## src/rtl/mem_pkg.sv

```systemverilog
// +--------------------------------------------------------------------------+
// | mem_pkg : shared defaults and FSM encoding for the MEM stage               |
// | Rev 1.0 : initial release                                                  |
// +--------------------------------------------------------------------------+
`default_nettype none

package mem_pkg;

  localparam int DW_DEF      = 32;
  localparam int AW_DEF      = 5;
  localparam int TIMEOUT_DEF = 16;

  typedef enum logic [0:0] {
    ST_IDLE = 1'b0,
    ST_BUSY = 1'b1
  } state_t;

endpackage

`default_nettype wire

```

## src/rtl/mem_wb_reg.sv

```systemverilog
// +--------------------------------------------------------------------------+
// | mem_wb_reg : MEM/WB pipeline register; bubble clears the WB controls       |
// | Rev 1.0 : initial release                                                  |
// +--------------------------------------------------------------------------+
`default_nettype none

module mem_wb_reg
  import mem_pkg::*;
#(
  parameter int DW = DW_DEF,
  parameter int AW = AW_DEF
) (
  input  logic          clk,
  input  logic          rst,
  input  logic          bubble,
  input  logic          mem_to_reg_in,
  input  logic          reg_write_in,
  input  logic [DW-1:0] read_data_in,
  input  logic [DW-1:0] alu_in,
  input  logic [AW-1:0] dest_in,
  output logic          mem_to_reg_out,
  output logic          reg_write_out,
  output logic [DW-1:0] read_data_out,
  output logic [DW-1:0] alu_out,
  output logic [AW-1:0] dest_out
);

  // Only the control bits need clearing for a bubble; data fields are don't-care in WB.
  always_ff @(posedge clk or posedge rst) begin
    if (rst) begin
      mem_to_reg_out <= 1'b0;
      reg_write_out  <= 1'b0;
      read_data_out  <= '0;
      alu_out        <= '0;
      dest_out       <= '0;
    end else begin
      mem_to_reg_out <= mem_to_reg_in & ~bubble;
      reg_write_out  <= reg_write_in  & ~bubble;
      read_data_out  <= read_data_in;
      alu_out        <= alu_in;
      dest_out       <= dest_in;
    end
  end

endmodule

`default_nettype wire

```

## src/rtl/mem_access_stage.sv

```systemverilog
// +--------------------------------------------------------------------------+
// | mem_access_stage : MEM stage, req/ack data-memory handshake with timeout   |
// | Option: MEM_ALIGN_CHECK_EN rejects word-misaligned accesses with bus_err   |
// | Rev 1.0 : initial release                                                  |
// +--------------------------------------------------------------------------+
`default_nettype none

module mem_access_stage
  import mem_pkg::*;
#(
  parameter int DW      = DW_DEF,
  parameter int AW      = AW_DEF,
  parameter int TIMEOUT = TIMEOUT_DEF
) (
  input  logic          clk,
  input  logic          rst,
  input  logic          BranchIN,
  input  logic          zeroIN,
  input  logic          MemReadIN,
  input  logic          MemWriteIN,
  input  logic          MemtoRegIN,
  input  logic          RegWriteIN,
  input  logic [DW-1:0] ALU_IN,
  input  logic [DW-1:0] readData2IN,
  input  logic [AW-1:0] DestinoIN,
  input  logic [DW-1:0] dmem_rdata,
  input  logic          dmem_ack,
  output logic          dmem_req,
  output logic          dmem_we,
  output logic [DW-1:0] dmem_addr,
  output logic [DW-1:0] dmem_wdata,
  output logic          PCSrc,
  output logic          stall,
  output logic          bus_err,
  output logic          MemtoRegOUT,
  output logic          RegWriteOUT,
  output logic [DW-1:0] readDataOUT,
  output logic [DW-1:0] ALU_OUT,
  output logic [AW-1:0] DestinoOUT
);

  localparam int            CW       = $clog2(TIMEOUT);
  localparam logic [CW-1:0] CNT_LAST = CW'(TIMEOUT - 1);

  state_t        state, state_nxt;
  logic [CW-1:0] count, count_nxt;
  logic          mem_op;
  logic          misalign;
  logic          req_c;
  logic          stall_c;
  logic          bubble;
  logic          err_nxt;

  assign mem_op = MemReadIN | MemWriteIN;

`ifdef MEM_ALIGN_CHECK_EN
  assign misalign = mem_op & (ALU_IN[1:0] != 2'b00);
`else
  assign misalign = 1'b0;
`endif

  always_comb begin
    state_nxt = state;
    count_nxt = count;
    req_c     = 1'b0;
    stall_c   = 1'b0;
    bubble    = 1'b0;
    err_nxt   = 1'b0;
    case (state)
      ST_IDLE: begin
        count_nxt = '0;
        if (misalign) begin
          bubble  = 1'b1;
          err_nxt = 1'b1;
        end else if (mem_op) begin
          req_c = 1'b1;
          if (!dmem_ack) begin
            stall_c   = 1'b1;
            bubble    = 1'b1;
            state_nxt = ST_BUSY;
            count_nxt = CW'(1);
          end
        end
      end
      ST_BUSY: begin
        req_c = 1'b1;
        if (dmem_ack) begin
          state_nxt = ST_IDLE;
          count_nxt = '0;
        end else if (count == CNT_LAST) begin
          // Stall drops here so upstream advances past the failed access.
          bubble    = 1'b1;
          err_nxt   = 1'b1;
          state_nxt = ST_IDLE;
          count_nxt = '0;
        end else begin
          stall_c   = 1'b1;
          bubble    = 1'b1;
          count_nxt = (count == CNT_LAST) ? count : count + 1'b1;
        end
      end
      default: begin
        state_nxt = ST_IDLE;
        count_nxt = '0;
      end
    endcase
  end

  always_ff @(posedge clk or posedge rst) begin
    if (rst) begin
      state   <= ST_IDLE;
      count   <= '0;
      bus_err <= 1'b0;
    end else begin
      state   <= state_nxt;
      count   <= count_nxt;
      bus_err <= err_nxt;
    end
  end

  // Gating with rst kills the request the instant reset asserts, even mid-access.
  assign dmem_req   = req_c & ~rst;
  assign stall      = stall_c & ~rst;
  assign dmem_we    = MemWriteIN;
  assign dmem_addr  = ALU_IN;
  assign dmem_wdata = readData2IN;
  assign PCSrc      = BranchIN & zeroIN & ~stall;

  mem_wb_reg #(
    .DW (DW),
    .AW (AW)
  ) u_mem_wb (
    .clk            (clk),
    .rst            (rst),
    .bubble         (bubble),
    .mem_to_reg_in  (MemtoRegIN),
    .reg_write_in   (RegWriteIN),
    .read_data_in   (dmem_rdata),
    .alu_in         (ALU_IN),
    .dest_in        (DestinoIN),
    .mem_to_reg_out (MemtoRegOUT),
    .reg_write_out  (RegWriteOUT),
    .read_data_out  (readDataOUT),
    .alu_out        (ALU_OUT),
    .dest_out       (DestinoOUT)
  );

endmodule

`default_nettype wire

```

## config.mk

```make
export PLATFORM = sky130hd
export DESIGN_NAME = mem_access_stage
export DESIGN_NICKNAME = d
export VERILOG_FILES = /design/src/rtl/mem_pkg.sv /design/src/rtl/mem_wb_reg.sv /design/src/rtl/mem_access_stage.sv
export SDC_FILE = /design/constraint.sdc
export NUM_CORES = 1
export LEC_CHECK = 0
export CORE_AREA = 2 2 96 98
export DETAILED_ROUTE_END_ITERATION = 10
export DIE_AREA = 0 0 98 100
export PLACE_DENSITY = 0.88
export SLEW_MARGIN = 20
export SYNTH_ARGS = -nofsm -noshare
export SYNTH_HDL_FRONTEND = slang
export SYNTH_SLANG_ARGS = --single-unit
```

## constraint.sdc

```tcl
create_clock -name clk -period 4.88 [get_ports clk]
set_input_delay 0.976 -clock clk [delete_from_list [all_inputs] [get_ports clk]]
set_output_delay 0.976 -clock clk [all_outputs]
set_load 0.02 [all_outputs]
```

==> out/qor.txt <==
# diodes - 0
Die Y - 100 um
synth unique cells - 19
Final WS setup - 1.18 ns
hold_sp - count[0]$_DFF_PP0_
layout cells sized above 1 - 6.89%
antenna violations before repair - 0
hpwl dp - 5270 um
routed wire length - 6780 um
Setup Skew - 0.00527 ns
first-pass GRT wire length - 9760 um
Routability Congestion - 0.742
Max VDD drop - 0.197 mV
Worst R2R Start - count[0]$_DFF_PP0_
PD cells - 334 mW/mm^2
Hold Buf Count CTS - 0
Pre-antenna DRT Iters - 3
core area - 0.00889 sq mm
Worst Reg-to-Reg Cells - 4
crit path max fanout - 3
io pins - 250
post-route ant nets - 0
Final setup viols - 0
total track usage - 13.5%
Mapped Cells - 168
post-cts gate resize count - 0
worst reg2reg path endpoint - count[3]$_DFF_PP0_
worst reg2reg setup slack - 3.81 ns
CP required - 3.90 ns
register area share after synthesis - 75.1%
Mapped Area - 0.00257 sq mm
largest net degree at the start of global routing - 78
non-filler cells, final - 416
iteration-0 DRC count of the detailed router - 17
Worst slew margin - 35.9%
Initial Utilization - 28.9%
total of max-cap violations - 0
async set-reset flop share out of synthesis - 100%
FF+latch area - 0.00193 sq mm
top cell type's share of synthesized area - 75.1%
DIE AREA - 0.00980 sq mm
Avg Inst Size Synth - 15.3 sq um
Peak Freq - 0.270 GHz
register bit total from synthesis - 77
worst min path class - register to register
root buffer cell - clkbuf_8
dpl ws - 1.17 ns
RSZ-0062 raised after global routing - no
CTS tree - done
final design utilization - 48.2%
LEAKAGE - 1.80 nW
worst hold path depth - 1
top-count cell post-synth - dfrtp_1
P&R area growth vs syn - 66.8%
cell taking the most area after synthesis - dfrtp_1
DP Cell Count - 400
critical path type - primary input to output port
Hold Crit Endpoint - count[0]$_DFF_PP0_
yosys warns - 0
largest cells by area after synthesis - dfrtp_1 75%, buf_4 19%, nor2_1 0.88%
drt wl/cell - 16.3 um
I/O Buffers - 185
clock latency on the worst-skew pair - 0.34 ns
Final TNS setup - 0 ns
Final nets - 411
status - finished clean
Mapped Nets - 279
# DRC - 0
max-slew violation count - 0
# clock sinks - 77
CP arrival - 2.72 ns
Via Count - 1677
number of fill cells - 777
Post-synth top cells - 77 x dfrtp_1, 65 x buf_4, 6 x nor2_1
std cell rows - 35
Die W - 98 um
routed vias/inst - 4.03
Worst-Margin Slew - 0.961 ns
Final Cycle Share - 75.8%
CTS buffer count - 9
Fin. Hold Viols - 0
area of the multi-input gates - 148 sq um
post-CTS setup buffers - 0
Final Critical Period - 3.70 ns
vias in the first global route - 1815
Post-synth top flop - dfrtp_1
clk buf depth - 2
CTS H-tree depth - 3
clk slew on worst S/H paths - 0.08 ns
GRT overflow - 0
Post-synth EDFFs - 0
Worst setup EP type - output port
Worst setup SP type - primary input
Power Total - 1.43 mW
==> power breakdown <==
part	internal, mW	switching [mW]	leakage [nW]
registers	0.670	0.0110	0.910
clock network	0.243	0.254	0.102
logic	0.137	0.113	0.784
==> critical path, cell delays in order <==
cell and delay, ns:
clkdlybuf4s50_1 0.44, or2_1 0.26, a22o_2 0.26, a21oi_2 0.15
clkdlybuf4s50_1 0.63
==> sequential cells by signal, indices dropped and copies added (netlist names) <==
| name | flops |
|---|---|
| u_mem_wb.reg_write_out | 1 |
| bus_err | 1 |
| u_mem_wb.read_data_out | 32 |
| u_mem_wb.alu_out | 32 |
| u_mem_wb.mem_to_reg_out | 1 |
| count | 4 |
| state | 1 |
| u_mem_wb.dest_out | 5 |
==> area by class of cell <==
cell class | count | area share [%]
sequential | 77 | 45.0
timing repair buffer | 186 | 43.4
multi-input combinational | 25 | 3.45
tap | 111 | 3.24
clock buffer | 9 | 2.89
clock inverter | 7 | 1.87
inverter | 1 | 0.117
==> through the flow <==
step | hold slack [ns] | instance area, sq um
3_5_place_dp | 0.489 | 4080
3_3_place_gp | 0.479 | 4080
2_1_floorplan | 0.452 | 2570
4_1_cts | 0.502 | 4280
5_1_grt | 0.516 | 4280
6_report | 0.496 | 4280
==> worst max-delay path by stage <==
| stage | startpoint | to | slack, ns | cells after the start |
|---|---|---|---|---|
| final | MemWriteIN | PCSrc | 1.18 | 5 |
| after global routing | MemWriteIN | PCSrc | 1.10 | 5 |
| after CTS | MemWriteIN | PCSrc | 1.16 | 5 |
| after detailed placement | MemWriteIN | PCSrc | 1.17 | 5 |
| after global placement | MemWriteIN | PCSrc | 1.17 | 5 |
| after floorplan | rst | PCSrc | 1.02 | 2 |
==> per-layer routing <==
layer / track usage (%) / vias up / share of wire (%)
li1: - / 729 / -
met4: 9.72 / 0 / 4.3
met2: 22.3 / 106 / 53
met5: 0 / - / 0
met3: 5.36 / 27 / 8.3
met1: 13.9 / 815 / 34
==> cell usage in the layout (no fill, tap or decap), types with 2 or more instances in the layout <==
cell and count:
clkdlybuf4s50_1 185, dfrtp_1 77, clkbuf_8 9, nor2_1 6
nand2_1 3, nand3_1 2, clkinv_2 2, nor2b_1 2
inv_6 2
==> cell families after synthesis <==
kind of cell | after synthesis | synth area share (%)
flops | 77 | 75.1
buf+inv | 66 | 19.2
simple gates | 18 | 3.46
compound gates | 4 | 1.12
xor+xnor | 2 | 0.683
fa+ha+maj | 1 | 0.487
(Power assumes the default switching activity.)
